==> src/rtl/line_pkg.sv <==
`default_nettype none
// +----------------------------------------------------------------------------+
// | line_pkg                                                                   |
// | Shared geometry constants and sequencer state encoding for line drawing.  |
// | Revision: 1.0                                                              |
// +----------------------------------------------------------------------------+
package line_pkg;

    localparam int COORD_W  = 11;
    localparam int SCREEN_W = 640;
    localparam int SCREEN_H = 480;

    typedef enum logic [3:0] {
        ST_IDLE      = 4'd0,
        ST_LOAD      = 4'd1,
        ST_START     = 4'd2,
        ST_ARM       = 4'd3,
        ST_WAIT      = 4'd4,
        ST_NEXT      = 4'd5,
        ST_CLR_LOAD  = 4'd6,
        ST_CLR_START = 4'd7,
        ST_CLR_ARM   = 4'd8,
        ST_CLR_WAIT  = 4'd9
    } seq_state_t;

    // Decision taken in IDLE and after each segment: a clear beats drawing.
    function automatic seq_state_t pick_next(input logic clear_req, input logic enable);
        if (clear_req) begin
            return ST_CLR_LOAD;
        end else if (enable) begin
            return ST_LOAD;
        end
        return ST_IDLE;
    endfunction

endpackage
`default_nettype wire

==> src/rtl/line_sequencer_if.sv <==
`default_nettype none
// +----------------------------------------------------------------------------+
// | line_sequencer_if                                                          |
// | Segment ROM lookup plus start/done handshake towards the line drawer.     |
// | Revision: 1.0                                                              |
// +----------------------------------------------------------------------------+
interface line_sequencer_if #(
    parameter int ADDR_W  = 6,
    parameter int COORD_W = line_pkg::COORD_W
);
    logic [ADDR_W-1:0]  rom_addr;
    logic [COORD_W-1:0] rom_x0;
    logic [COORD_W-1:0] rom_y0;
    logic [COORD_W-1:0] rom_x1;
    logic [COORD_W-1:0] rom_y1;
    logic [COORD_W-1:0] drw_x0;
    logic [COORD_W-1:0] drw_y0;
    logic [COORD_W-1:0] drw_x1;
    logic [COORD_W-1:0] drw_y1;
    logic               drw_start;
    logic               drw_done;

    modport master (
        output rom_addr, drw_x0, drw_y0, drw_x1, drw_y1, drw_start,
        input  rom_x0, rom_y0, rom_x1, rom_y1, drw_done
    );

    modport slave (
        input  rom_addr, drw_x0, drw_y0, drw_x1, drw_y1, drw_start,
        output rom_x0, rom_y0, rom_x1, rom_y1, drw_done
    );
endinterface
`default_nettype wire

==> src/rtl/line_sequencer.sv <==
`default_nettype none
// +----------------------------------------------------------------------------+
// | line_sequencer                                                             |
// | Walks the segment ROM and full-screen clear rows through the line drawer. |
// | Revision: 1.0                                                              |
// +----------------------------------------------------------------------------+
module line_sequencer
    import line_pkg::*;
#(
    parameter int NUM_SEGS = 37,
    parameter int ADDR_W   = 6,
    parameter int COORD_W  = line_pkg::COORD_W,
    parameter int SCREEN_W = line_pkg::SCREEN_W,
    parameter int SCREEN_H = line_pkg::SCREEN_H
) (
    input  wire logic        clk,
    input  wire logic        reset_n,
    input  wire logic        enable,
    input  wire logic        clear_req,
    line_sequencer_if.master bus,
    output logic             pixel_color,
    output logic             busy,
    output logic             frame_done
);

    localparam int ROW_W = (SCREEN_H > 2) ? $clog2(SCREEN_H) : 1;
    localparam logic [ADDR_W-1:0]  LAST_ADDR = ADDR_W'(NUM_SEGS - 1);
    localparam logic [ROW_W-1:0]   LAST_ROW  = ROW_W'(SCREEN_H - 1);
    localparam logic [COORD_W-1:0] RIGHT_X   = COORD_W'(SCREEN_W - 1);

    seq_state_t         state_q, state_d;
    logic [ADDR_W-1:0]  rom_addr_q, rom_addr_d;
    logic [ROW_W-1:0]   row_q, row_d;
    logic [COORD_W-1:0] x0_q, x0_d, y0_q, y0_d, x1_q, x1_d, y1_q, y1_d;
    logic               start_q, start_d;
    logic               color_q, color_d;
    logic               busy_q, busy_d;
    logic               frame_done_q, frame_done_d;

    always_comb begin
        state_d      = state_q;
        rom_addr_d   = rom_addr_q;
        row_d        = row_q;
        x0_d         = x0_q;
        y0_d         = y0_q;
        x1_d         = x1_q;
        y1_d         = y1_q;
        color_d      = color_q;
        start_d      = 1'b0;
        frame_done_d = 1'b0;

        case (state_q)
            ST_IDLE: state_d = pick_next(clear_req, enable);
            ST_LOAD: begin
                x0_d    = bus.rom_x0;
                y0_d    = bus.rom_y0;
                x1_d    = bus.rom_x1;
                y1_d    = bus.rom_y1;
                color_d = 1'b1;
                start_d = 1'b1;
                state_d = ST_START;
            end
            ST_START: state_d = ST_ARM;
            // The drawer may still show the previous line's done here.
            ST_ARM:   state_d = ST_WAIT;
            ST_WAIT: begin
                if (bus.drw_done) begin
                    state_d      = ST_NEXT;
                    frame_done_d = (rom_addr_q == LAST_ADDR);
                end
            end
            ST_NEXT: begin
                rom_addr_d = (rom_addr_q == LAST_ADDR) ? '0 : rom_addr_q + 1'b1;
                state_d    = pick_next(clear_req, enable);
            end
            ST_CLR_LOAD: begin
                x0_d    = '0;
                x1_d    = RIGHT_X;
                y0_d    = COORD_W'(row_q);
                y1_d    = COORD_W'(row_q);
                color_d = 1'b0;
                start_d = 1'b1;
                state_d = ST_CLR_START;
            end
            ST_CLR_START: state_d = ST_CLR_ARM;
            ST_CLR_ARM:   state_d = ST_CLR_WAIT;
            ST_CLR_WAIT: begin
                if (bus.drw_done) begin
                    if (row_q == LAST_ROW) begin
                        row_d      = '0;
                        rom_addr_d = '0;
                        state_d    = ST_IDLE;
                    end else begin
                        row_d   = row_q + 1'b1;
                        state_d = ST_CLR_LOAD;
                    end
                end
            end
            default: state_d = ST_IDLE;
        endcase

        busy_d = (state_d != ST_IDLE);
    end

    always_ff @(posedge clk or negedge reset_n) begin
        if (!reset_n) begin
            state_q      <= ST_IDLE;
            rom_addr_q   <= '0;
            row_q        <= '0;
            x0_q         <= '0;
            y0_q         <= '0;
            x1_q         <= '0;
            y1_q         <= '0;
            start_q      <= 1'b0;
            color_q      <= 1'b0;
            busy_q       <= 1'b0;
            frame_done_q <= 1'b0;
        end else begin
            state_q      <= state_d;
            rom_addr_q   <= rom_addr_d;
            row_q        <= row_d;
            x0_q         <= x0_d;
            y0_q         <= y0_d;
            x1_q         <= x1_d;
            y1_q         <= y1_d;
            start_q      <= start_d;
            color_q      <= color_d;
            busy_q       <= busy_d;
            frame_done_q <= frame_done_d;
        end
    end

    assign bus.rom_addr  = rom_addr_q;
    assign bus.drw_x0    = x0_q;
    assign bus.drw_y0    = y0_q;
    assign bus.drw_x1    = x1_q;
    assign bus.drw_y1    = y1_q;
    assign bus.drw_start = start_q;
    assign pixel_color   = color_q;
    assign busy          = busy_q;
    assign frame_done    = frame_done_q;

endmodule
`default_nettype wire

==> src/flat_wrapper.sv <==
// flat-port wrapper written by rule: the top's interface ports become plain ports
module line_sequencer_flat import line_pkg::*;
#(
    parameter int NUM_SEGS = 37,
    parameter int ADDR_W   = 6,
    parameter int COORD_W  = line_pkg::COORD_W,
    parameter int SCREEN_W = line_pkg::SCREEN_W,
    parameter int SCREEN_H = line_pkg::SCREEN_H
)
  (clk, reset_n, enable, clear_req, pixel_color, busy, frame_done, bus_rom_addr, bus_drw_x0, bus_drw_y0, bus_drw_x1, bus_drw_y1, bus_drw_start, bus_rom_x0, bus_rom_y0, bus_rom_x1, bus_rom_y1, bus_drw_done);
  line_sequencer_if #(.ADDR_W(ADDR_W), .COORD_W(COORD_W)) bus_i ();
  input  wire logic clk;
  input  wire logic reset_n;
  input  wire logic enable;
  input  wire logic clear_req;
  output logic pixel_color;
  output logic busy;
  output logic frame_done;
  output wire logic [$bits(bus_i.rom_addr)-1:0] bus_rom_addr;
  output wire logic [$bits(bus_i.drw_x0)-1:0] bus_drw_x0;
  output wire logic [$bits(bus_i.drw_y0)-1:0] bus_drw_y0;
  output wire logic [$bits(bus_i.drw_x1)-1:0] bus_drw_x1;
  output wire logic [$bits(bus_i.drw_y1)-1:0] bus_drw_y1;
  output wire logic [$bits(bus_i.drw_start)-1:0] bus_drw_start;
  input wire logic [$bits(bus_i.rom_x0)-1:0] bus_rom_x0;
  input wire logic [$bits(bus_i.rom_y0)-1:0] bus_rom_y0;
  input wire logic [$bits(bus_i.rom_x1)-1:0] bus_rom_x1;
  input wire logic [$bits(bus_i.rom_y1)-1:0] bus_rom_y1;
  input wire logic [$bits(bus_i.drw_done)-1:0] bus_drw_done;
  assign bus_rom_addr = bus_i.rom_addr;
  assign bus_drw_x0 = bus_i.drw_x0;
  assign bus_drw_y0 = bus_i.drw_y0;
  assign bus_drw_x1 = bus_i.drw_x1;
  assign bus_drw_y1 = bus_i.drw_y1;
  assign bus_drw_start = bus_i.drw_start;
  assign bus_i.rom_x0 = bus_rom_x0;
  assign bus_i.rom_y0 = bus_rom_y0;
  assign bus_i.rom_x1 = bus_rom_x1;
  assign bus_i.rom_y1 = bus_rom_y1;
  assign bus_i.drw_done = bus_drw_done;
  line_sequencer #(.NUM_SEGS(NUM_SEGS), .ADDR_W(ADDR_W), .COORD_W(COORD_W), .SCREEN_W(SCREEN_W), .SCREEN_H(SCREEN_H)) u_core (.clk(clk), .reset_n(reset_n), .enable(enable), .clear_req(clear_req), .bus(bus_i), .pixel_color(pixel_color), .busy(busy), .frame_done(frame_done));
endmodule
==> config.mk <==
export PLATFORM = sky130hd
export DESIGN_NAME = line_sequencer_flat
export DESIGN_NICKNAME = d
export VERILOG_FILES = /design/src/rtl/line_pkg.sv /design/src/rtl/line_sequencer_if.sv /design/src/rtl/line_sequencer.sv /design/src/flat_wrapper.sv
export SDC_FILE = /design/constraint.sdc
export NUM_CORES = 1
export LEC_CHECK = 0
export CORE_ASPECT_RATIO = 1.25
export CORE_MARGIN = 8
export CORE_UTILIZATION = 45
export DETAILED_ROUTE_END_ITERATION = 6
export GPL_ROUTABILITY_DRIVEN = 0
export PLACE_DENSITY_LB_ADDON = 0.3
export SYNTH_ARGS = -nofsm -noshare
export SYNTH_HDL_FRONTEND = slang
export SYNTH_SLANG_ARGS = --single-unit
==> constraint.sdc <==
create_clock -name clk -period 2.3 [get_ports clk]
set_input_delay 0.69 -clock clk [delete_from_list [all_inputs] [get_ports clk]]
set_output_delay 0.69 -clock clk [all_outputs]
set_load 0.05 [all_outputs]
==> impl_metrics.env <==
export IMPL_status="complete, no violations"
export IMPL_synth_edf_count=0
export IMPL_endpoint_kind="output port"
export IMPL_nets=414
export IMPL_ctsResizeCount=0
export IMPL_drtIter0Drc=98
export IMPL_vias=2476
export IMPL_worst_pin_slew_ns=0.851
export IMPL_finalSetupViolCount=0
export IMPL_power_density_nw_per_um2=1430
export IMPL_cp_start_kind="flop"
export IMPL_swShare_pct=45.6
export IMPL_final_common_cell="clkdlybuf4s50_1"
export IMPL_root_buffer="clkbuf_8"
export IMPL_antenna_found_initial=0
export IMPL_routed_wl_um=7740
export IMPL_hold_class="in2async"
export IMPL_arrival_ns=1.54
export IMPL_rsz0062_at_grt="false"
export IMPL_io_pins=103
export IMPL_crit_required_ns=1.61
export IMPL_seqPwrFrac_pct=30.1
export IMPL_final_max_slew_viol_count=0
export IMPL_fin_crit_ns=2.23
export IMPL_cts_buffers=9
export IMPL_io_buffers=102
export IMPL_ir_drop_uv=668
export IMPL_clock_path_buffers=2
export IMPL_area_delta_synth_final_pct=44.7
export IMPL_die_area_um2=9430
export IMPL_drtAntennaViolNets=0
export IMPL_overflow=0
export IMPL_fin_skew_ns=0.00705
export IMPL_wl_per_cell_um=17.0
export IMPL_ctsHoldBuffers=0
export IMPL_die_h_um=107
export IMPL_synth_cells=253
export IMPL_fin_area_um2=4280
export IMPL_yosysUniqueCellTypes=46
export IMPL_clock_sinks=67
export IMPL_slowest_stage="clkdlybuf4s50_1"
export IMPL_synth_warnings=0
export IMPL_cts_tree="yes"
export IMPL_clk_pin_slew_worst_paths_ns=0.07
export IMPL_fmax_ghz=0.449
export IMPL_dieWidth_um=88.5
export IMPL_internal_power_w=0.00332
export IMPL_worst_path_max_fanout=3
export IMPL_first_pass_iters=5
export IMPL_core_um2=6440
export IMPL_max_stage_delay_ns=0.82
export IMPL_ys_seq_elements=67
export IMPL_instances_no_fill=454
export IMPL_synth_area_um2=2960
export IMPL_hold_viol=0
export IMPL_placed_cells=438
export IMPL_mostFrequentLayoutCells="clkdlybuf4s50_1, dfrtp_1, a22o_1, a221o_1"
export IMPL_drc=0
export IMPL_ys_flop_type="dfrtp_1"
export IMPL_rows=33
export IMPL_synth_largest_area_cell="dfrtp_1"
export IMPL_synthTopCellsByArea="dfrtp_1, a221o_1, a22o_1, o22a_1, and2_1"
export IMPL_ys_seq_area_share_pct=56.7
export IMPL_grt_pass1_wl_um=12600
export IMPL_clk_latency_ns=0.34
export IMPL_p_sw_w=0.00279
export IMPL_critPathKind="reg2out"
export IMPL_postSynthAreaPerCell_um2=11.7
export IMPL_relSlewSlack_pct=43.1
export IMPL_viasPerCell=5.45
export IMPL_netlist_area_leader_share_pct=56.7
export IMPL_clkPwrFrac_pct=15.7
export IMPL_finalPower_w=0.00611
export IMPL_antenna_cells=0
export IMPL_cts_max_level=3
export IMPL_grt_max_degree=38
export IMPL_cts_setup_buffers=0
export IMPL_path_delay_family="buffers and inverters"
export IMPL_initial_core_util_pct=45.9
export IMPL_hpwlAfterDp_um=5780
export IMPL_async_flop_share_pct=100
export IMPL_syn_num_nets=305
export IMPL_crit_chain="clkdlybuf4s50_1"
export IMPL_drv_cap=0
export IMPL_place_area_um2=4080
export IMPL_drive_above_1_share_pct=10.4
export IMPL_tns_ns=0
export IMPL_period_share_pct=96.9
export IMPL_grt_usage_pct=17.1
export IMPL_crit_buf_inv=1
export IMPL_grt_pass1_vias=2537
export IMPL_leakage_nw=1.86
export IMPL_n_fill_cell=519
export IMPL_power_frac_comb_pct=54.2
==> cells in the mapped netlist (4+ instances only) <==
cell type and count:
nand4_1 6, nor2_1 11, a21oi_1 5, a221o_1 18, dfrtp_1 67, nand2_1 14, o22a_1 8, clkbuf_1 6
xnor2_1 4, buf_2 5, o21ai_0 8, o21ai_1 6, and2_1 10, nand3_1 9, inv_1 9, a22o_1 18
nand2b_1 4
==> area by class of cell <==
type | count | area, um^2 | area share, %
sequential | 67 | 1680 | 39.2
multi-input combinational | 163 | 1180 | 27.6
timing repair buffer | 111 | 1080 | 25.3
clock buffer | 11 | 141 | 3.31
tap | 87 | 109 | 2.55
clock inverter | 5 | 52.6 | 1.23
inverter | 10 | 37.5 | 0.878
==> power by group through the flow <==
stage / sequential, W / clock (W) / combinational (W)
detailed placement: 0.00186 / 0 / 0.00333
CTS: 0.00184 / 0.000982 / 0.00334
finish: 0.00184 / 0.000958 / 0.00331
floorplan: 0.00298 / 0 / 0.00112
global placement: 0.00184 / 0 / 0.00329
global route: 0.00190 / 0.00103 / 0.00351
==> registers in the layout (all words and copies together) (netlist names) <==
register and flops:
u_core.bus.drw_x0 11, u_core.bus.drw_x1 11, u_core.bus.drw_y0 11, u_core.bus.drw_y1 11, u_core.row_q 9, u_core.bus.rom_addr 6
u_core.state_q 4, u_core.bus.drw_start 1, u_core.busy 1, u_core.frame_done 1, u_core.pixel_color 1
==> cells by family after synthesis <==
group | count (synthesis) | synth area share [%]
AOI/OAI and AO/OA | 82 | 22.4
xor gates and xnor gates | 4 | 1.19
adders and majority gates | 3 | 1.27
buffers and inverters | 23 | 3.39
DFF | 67 | 56.7
muxes | 2 | 0.677
and+or+nand+nor | 72 | 14.4
==> stage by stage <==
stage / hold slack (ns) / util (%) / worst slack [ns]
3_3_place_gp: 0.470 / 63.4 / 0.149
6_report: 0.303 / 66.4 / 0.0708
5_1_grt: 0.317 / 66.4 / 0.0146
2_1_floorplan: 0.394 / - / 0.248
4_1_cts: 0.305 / 66.4 / 0.0523
3_5_place_dp: 0.477 / 63.4 / 0.0994
==> per-layer routing <==
| metal | GRT usage (%) | vias up | wire length (um) |
|---|---|---|---|
| li1 | - | 1176 | - |
| met1 | 22.0 | 1198 | 3510 |
| met2 | 26.2 | 89 | 3530 |
| met3 | 4.21 | 13 | 543 |
| met4 | 7.88 | 0 | 154 |
| met5 | 0 | - | 0 |
==> path summary, 6_finish.rpt <==
| path | start | endpoint | slack (ns) | cells past startpoint |
|---|---|---|---|---|
| worst max-delay path | u_core.bus.rom_addr[5]$_DFFE_PN0P_ | bus_rom_addr[5] | 0.07 | 1 |
| worst min-delay path | reset_n | u_core.bus.drw_x0[3]$_DFFE_PN0P_ | 0.30 | 1 |
| worst max register to register | u_core.state_q[0]$_DFF_PN0_ | u_core.bus.drw_x1[5]$_DFFE_PN0P_ | 0.18 | 5 |
| worst min register to register | u_core.bus.drw_x1[9]$_DFFE_PN0P_ | u_core.bus.drw_x1[9]$_DFFE_PN0P_ | 0.49 | 1 |
| max in group asynchronous | reset_n | u_core.row_q[2]$_DFFE_PN0P_ | 1.35 | 2 |
| min in group clk | u_core.bus.drw_x1[9]$_DFFE_PN0P_ | u_core.bus.drw_x1[9]$_DFFE_PN0P_ | 0.49 | 1 |
No activity file was read; power rests on OpenSTA's default activity.
